[src/rtl/mem_pkg.sv]
// Shared types for the data-memory read-modify-write controller:
// funct3 encodings, controller states and byte-lane constants.
package mem_pkg;

    typedef enum logic [2:0] {
        MEM_B  = 3'b000,
        MEM_H  = 3'b001,
        MEM_W  = 3'b010,
        MEM_BU = 3'b100,
        MEM_HU = 3'b101
    } mem_funct3_e;

    typedef enum logic [2:0] {
        IDLE        = 3'd0,
        LOAD_DATA   = 3'd1,
        STORE_MERGE = 3'd2,
        STORE_WRITE = 3'd3,
        ERROR_RESP  = 3'd4
    } mem_state_e;

    localparam logic [1:0] LANE_0 = 2'd0;
    localparam logic [1:0] LANE_1 = 2'd1;
    localparam logic [1:0] LANE_2 = 2'd2;
    localparam logic [1:0] LANE_3 = 2'd3;

endpackage

[src/rtl/memory_lane_align.sv]
// Combinational lane alignment: load extract/extend and sub-word store merge.
// Ports: word_i (RAM word), lane_i, funct3_i, wdata_i -> load_o, merge_o.
module memory_lane_align
    import mem_pkg::*;
(
    input  logic [31:0] word_i,
    input  logic [1:0]  lane_i,
    input  logic [2:0]  funct3_i,
    input  logic [31:0] wdata_i,
    output logic [31:0] load_o,
    output logic [31:0] merge_o
);

    logic [7:0]  byte_sel;
    logic [15:0] half_sel;
    logic [4:0]  byte_off;
    logic [4:0]  half_off;

    always_comb begin
        byte_off = {lane_i, 3'b000};
        half_off = (lane_i == LANE_2) ? 5'd16 : 5'd0;
        byte_sel = word_i[byte_off +: 8];
        half_sel = word_i[half_off +: 16];

        case (funct3_i)
            MEM_B:   load_o = {{24{byte_sel[7]}}, byte_sel};
            MEM_H:   load_o = {{16{half_sel[15]}}, half_sel};
            MEM_BU:  load_o = {24'd0, byte_sel};
            MEM_HU:  load_o = {16'd0, half_sel};
            default: load_o = word_i;
        endcase

        merge_o = word_i;
        case (funct3_i)
            MEM_B:   merge_o[byte_off +: 8]  = wdata_i[7:0];
            MEM_H:   merge_o[half_off +: 16] = wdata_i[15:0];
            default: merge_o = word_i;
        endcase
    end

endmodule

[src/rtl/memory_rmw_controller.sv]
// Data-memory controller: turns RISC-V loads/stores into word RAM accesses,
// with read-modify-write for SB/SH and extract/extend for sub-word loads.
// Ports: clock/reset, req_* request (ready in IDLE), resp_* one-cycle
// response, ram_read_* to RAM port A, ram_write_* to the RAM write port.
module memory_rmw_controller
    import mem_pkg::*;
#(
    parameter int RAM_A_WIDTH = 12
) (
    input  logic                   clock,
    input  logic                   reset,
    input  logic                   req_valid,
    output logic                   req_ready,
    input  logic                   req_write,
    input  logic [2:0]             req_funct3,
    input  logic [31:0]            req_address,
    input  logic [31:0]            req_wdata,
    output logic                   resp_valid,
    output logic                   resp_error,
    output logic [31:0]            resp_rdata,
    output logic [RAM_A_WIDTH-1:0] ram_read_address,
    input  logic [31:0]            ram_read_data,
    output logic [RAM_A_WIDTH-1:0] ram_write_address,
    output logic [31:0]            ram_write_data,
    output logic                   ram_write_enable
);

    localparam int AW = RAM_A_WIDTH;

    mem_state_e    state_q, state_d;
    logic [AW-1:0] widx_q, widx_d;
    logic [1:0]    lane_q, lane_d;
    logic [2:0]    f3_q, f3_d;
    logic [31:0]   wdata_q, wdata_d;
    logic          resp_valid_q, resp_valid_d;
    logic          resp_error_q, resp_error_d;
    logic          is_load_q, is_load_d;
    logic          we_q, we_d;
    logic [AW-1:0] wa_q, wa_d;
    logic [31:0]   wd_q, wd_d;

    logic          accept;
    logic          req_err;
    logic          bad_f3;
    logic [AW-1:0] req_widx;
    logic [31:0]   load_word;
    logic [31:0]   merge_word;

    assign req_widx  = req_address[AW+1:2];
    assign req_ready = (state_q == IDLE);
    assign accept    = req_valid && req_ready;

    always_comb begin
        case (req_funct3)
            MEM_B:   bad_f3 = 1'b0;
            MEM_H:   bad_f3 = req_address[0];
            MEM_W:   bad_f3 = |req_address[1:0];
            MEM_BU:  bad_f3 = req_write;
            MEM_HU:  bad_f3 = req_write | req_address[0];
            default: bad_f3 = 1'b1;
        endcase
        req_err = bad_f3 | (|req_address[31:AW+2]);
    end

    memory_lane_align u_align (
        .word_i   (ram_read_data),
        .lane_i   (lane_q),
        .funct3_i (f3_q),
        .wdata_i  (wdata_q),
        .load_o   (load_word),
        .merge_o  (merge_word)
    );

    // RAM data for the load arrives in LOAD_DATA, the one cycle is_load_q is set.
    assign resp_valid        = resp_valid_q;
    assign resp_error        = resp_error_q;
    assign resp_rdata        = is_load_q ? load_word : 32'd0;
    assign ram_read_address  = (state_q == IDLE) ? req_widx : widx_q;
    assign ram_write_address = wa_q;
    assign ram_write_data    = wd_q;
    assign ram_write_enable  = we_q;

    always_comb begin
        state_d      = state_q;
        widx_d       = widx_q;
        lane_d       = lane_q;
        f3_d         = f3_q;
        wdata_d      = wdata_q;
        resp_valid_d = 1'b0;
        resp_error_d = 1'b0;
        is_load_d    = 1'b0;
        we_d         = 1'b0;
        wa_d         = wa_q;
        wd_d         = wd_q;

        unique case (state_q)
            IDLE: begin
                if (accept) begin
                    widx_d  = req_widx;
                    lane_d  = req_address[1:0];
                    f3_d    = req_funct3;
                    wdata_d = req_wdata;
                    if (req_err) begin
                        state_d      = ERROR_RESP;
                        resp_valid_d = 1'b1;
                        resp_error_d = 1'b1;
                    end else if (!req_write) begin
                        state_d      = LOAD_DATA;
                        resp_valid_d = 1'b1;
                        is_load_d    = 1'b1;
                    end else if (req_funct3 == MEM_W) begin
                        // Full word: no read needed, write next cycle.
                        state_d      = STORE_WRITE;
                        resp_valid_d = 1'b1;
                        we_d         = 1'b1;
                        wa_d         = req_widx;
                        wd_d         = req_wdata;
                    end else begin
                        state_d = STORE_MERGE;
                    end
                end
            end
            STORE_MERGE: begin
                state_d      = STORE_WRITE;
                resp_valid_d = 1'b1;
                we_d         = 1'b1;
                wa_d         = widx_q;
                wd_d         = merge_word;
            end
            LOAD_DATA, STORE_WRITE, ERROR_RESP: begin
                state_d = IDLE;
            end
            default: begin
                state_d = IDLE;
            end
        endcase
    end

    always_ff @(posedge clock or posedge reset) begin
        if (reset) begin
            state_q      <= IDLE;
            widx_q       <= '0;
            lane_q       <= '0;
            f3_q         <= '0;
            wdata_q      <= '0;
            resp_valid_q <= 1'b0;
            resp_error_q <= 1'b0;
            is_load_q    <= 1'b0;
            we_q         <= 1'b0;
            wa_q         <= '0;
            wd_q         <= '0;
        end else begin
            state_q      <= state_d;
            widx_q       <= widx_d;
            lane_q       <= lane_d;
            f3_q         <= f3_d;
            wdata_q      <= wdata_d;
            resp_valid_q <= resp_valid_d;
            resp_error_q <= resp_error_d;
            is_load_q    <= is_load_d;
            we_q         <= we_d;
            wa_q         <= wa_d;
            wd_q         <= wd_d;
        end
    end

endmodule

[config.mk]
export PLATFORM = sky130hd
export DESIGN_NAME = memory_rmw_controller
export DESIGN_NICKNAME = d
export VERILOG_FILES = /design/src/rtl/mem_pkg.sv /design/src/rtl/memory_lane_align.sv /design/src/rtl/memory_rmw_controller.sv
export SDC_FILE = /design/constraint.sdc
export NUM_CORES = 1
export LEC_CHECK = 0
export ABC_AREA = 0
export BUFFER_PORTS_ARGS = -buffer_cell sky130_fd_sc_hd__buf_2
export CAP_MARGIN = 20
export CORE_MARGIN = 1.5
export CORE_UTILIZATION = 50
export CTS_BUF_LIST = sky130_fd_sc_hd__clkbuf_8
export DETAILED_ROUTE_END_ITERATION = 10
export PLACE_DENSITY = 0.76
export SYNTH_ARGS = -nofsm -noshare
export SYNTH_HDL_FRONTEND = slang
export SYNTH_HIERARCHICAL = 1
export SYNTH_SLANG_ARGS = --single-unit
[constraint.sdc]
create_clock -name clock -period 7.2 [get_ports clock]
set_clock_uncertainty 0.1 [all_clocks]
set_input_delay 1.08 -clock clock [delete_from_list [all_inputs] [get_ports clock]]
set_output_delay 1.08 -clock clock [all_outputs]
set_load 0.01 [all_outputs]
==> flow_summary.ini <==
[finish]
fillers = 1266
final_common_cell = nand2_1
drive_gt1_share_pct = 29.5
insertedDiodeCount = 0
mostFrequentLayoutCells = 209 x nand2_1, 194 x buf_2, 84 x dfrtp_1, 48 x and2_1, 47 x o211ai_1
regArea_mm2 = 0.00210
syn2layout_area_growth_pct = 16.4
multiInputGateArea_mm2 = 0.00428
fin_nets = 1057

[cts]
clk_latency_ns = 0.37
ctsRootBufferMaster = clkbuf_8
cts_made_buffers = 9
cts_resized = 0
cts_tree = yes
cts_hold_buf = 0
clockBufferDepth = 2
cts.clk_slew.worst_paths_ns = 0.09
cts.sinks = 84
htree_levels = 3
post_cts.repair.setup_buffers = 0

[worst_hold_path]
min_from = wdata_q[9]
hold_class = reg -> reg

[grt]
overflow = 0
track_usage_pct = 31.5
antenna_found_initial = 0
grt_start_max_net_pins = 64
grt_pass1_wl_mm = 36.2
grt_pass1_vias = 6509

[synth]
synth_cells = 810
syn_area_mm2 = 0.00680
synth_nets = 919
yosysWarnings = 6
postSynthAreaPerCell_um2 = 8.40

[pwr]
p_per_area_mw_per_mm2 = 273
vdd_drop_max_mv = 0.177
p_leak_nw = 3.48

[die]
dieArea_mm2 = 0.0143
coreArea_mm2 = 0.0132
ioPinCount = 195
std_cell_rows = 42
chipWidth_um = 120
initial_utilization_pct = 51.4
die_h_um = 120

[critical_path]
worstReg2RegEnd = ram_write_data[7]
endpoint = resp_rdata[21]
start_kind = flop
reg2regPathDepth = 8
regToRegStartpoint = lane_q[0]
rrSetupSlack_ns = 3.97
crit_fanout = 16
critical_path_required_ns = 6.02
worstSetupPathType = reg -> out
startpoint = lane_q[0]
crit_arrival_ns = 3.09
end_kind = output pin

[placement]
dpl.hpwl_mm = 15.1
gp_congestion = 0.972
port_buffers = 194
dpl_worst_slack_ns = 3.36

[sta]
relSlewSlack_pct = 31.4
fmax_mhz = 234
fin_ws_ns = 2.93
slew_violations = 0
rsz0062_at_grt = false
layout_min_cycle_time_ns = 4.27
period_share_pct = 59.4
setup-violations-final = 0
tns_ns = 0
hold_viol = 0
tightest_slew_ns = 1.03

[drt]
detail-route-antenna-nets = 0
wire_per_inst_um = 19.9
vias_per_cell = 6.40
dr.pass1.iters = 5
first_iter_violations = 843
route.vias.total = 7230
routed_wl_mm = 22.5
route.detailed.drc = 0

[run_status]
status = complete, no violations

[flow_run]
maxCapViolations = 0
==> routing by layer <==
layer  global-route usage [%]  part of all wire, %  up-vias
li1                         -                    -     3294
met1                     45.3                   42     3527
met2                     48.2                   47      373
met3                     7.41                  9.3       36
met4                     7.29                  1.7        0
met5                        0                    0        -
==> how the worst min path moves through the flow <==
stage | endpoint | slack, ns | cells after the start
2_1_floorplan | f3_q[0] | 0.34 | 2
3_5_place_dp | wdata_q[10] | 0.37 | 2
3_3_place_gp | wdata_q[9] | 0.36 | 2
4_1_cts | wdata_q[10] | 0.39 | 2
6_report | wdata_q[9] | 0.40 | 2
5_1_grt | wdata_q[10] | 0.45 | 2
==> report_power, final <==
part	switching [mW]	internal (mW)	leakage, nW
clock	0.193	0.197	0.110
sequential	0.153	0.575	0.898
combinational	0.612	0.434	2.47
total	0.958	1.21	3.48
==> area by class of cell <==
class / count / area share, %
multi-input combinational: 638 / 54.0
clock inverter: 7 / 1.25
timing repair buffer: 206 / 13.4
clock buffer: 9 / 1.56
sequential: 84 / 26.5
inverter: 9 / 0.442
tap: 176 / 2.78
==> critical path, cell delays in order, from the launching register on <==
cell     delay (ns)
dfrtp_1        0.78
inv_1          0.22
ha_1           0.42
mux2_2         0.34
o22ai_2        0.52
o21ai_1        0.12
and2_1         0.18
buf_2          0.14
==> state kept, by name (all words and copies together), names as in the netlist, 2 cells and up <==
| signal | cells |
|---|---|
| widx_q | 12 |
| state_q | 3 |
| wdata_q | 16 |
| ram_write_address | 12 |
| lane_q | 2 |
| f3_q | 3 |
| ram_write_data | 32 |
==> metrics by stage <==
stage	instances	hold slack [ns]	cell area (um2)	utilization (%)	total power, mW
finish	1129	0.398	7920	59.8	2.16
global route	1129	0.447	7920	59.8	2.31
CTS	1129	0.394	7920	59.8	2.14
detailed placement	1113	0.374	7700	58.1	1.76
global placement	1113	0.364	7700	58.1	1.74
floorplan	810	0.340	6800	-	1.47
No activity file was read; power rests on OpenSTA's default activity.
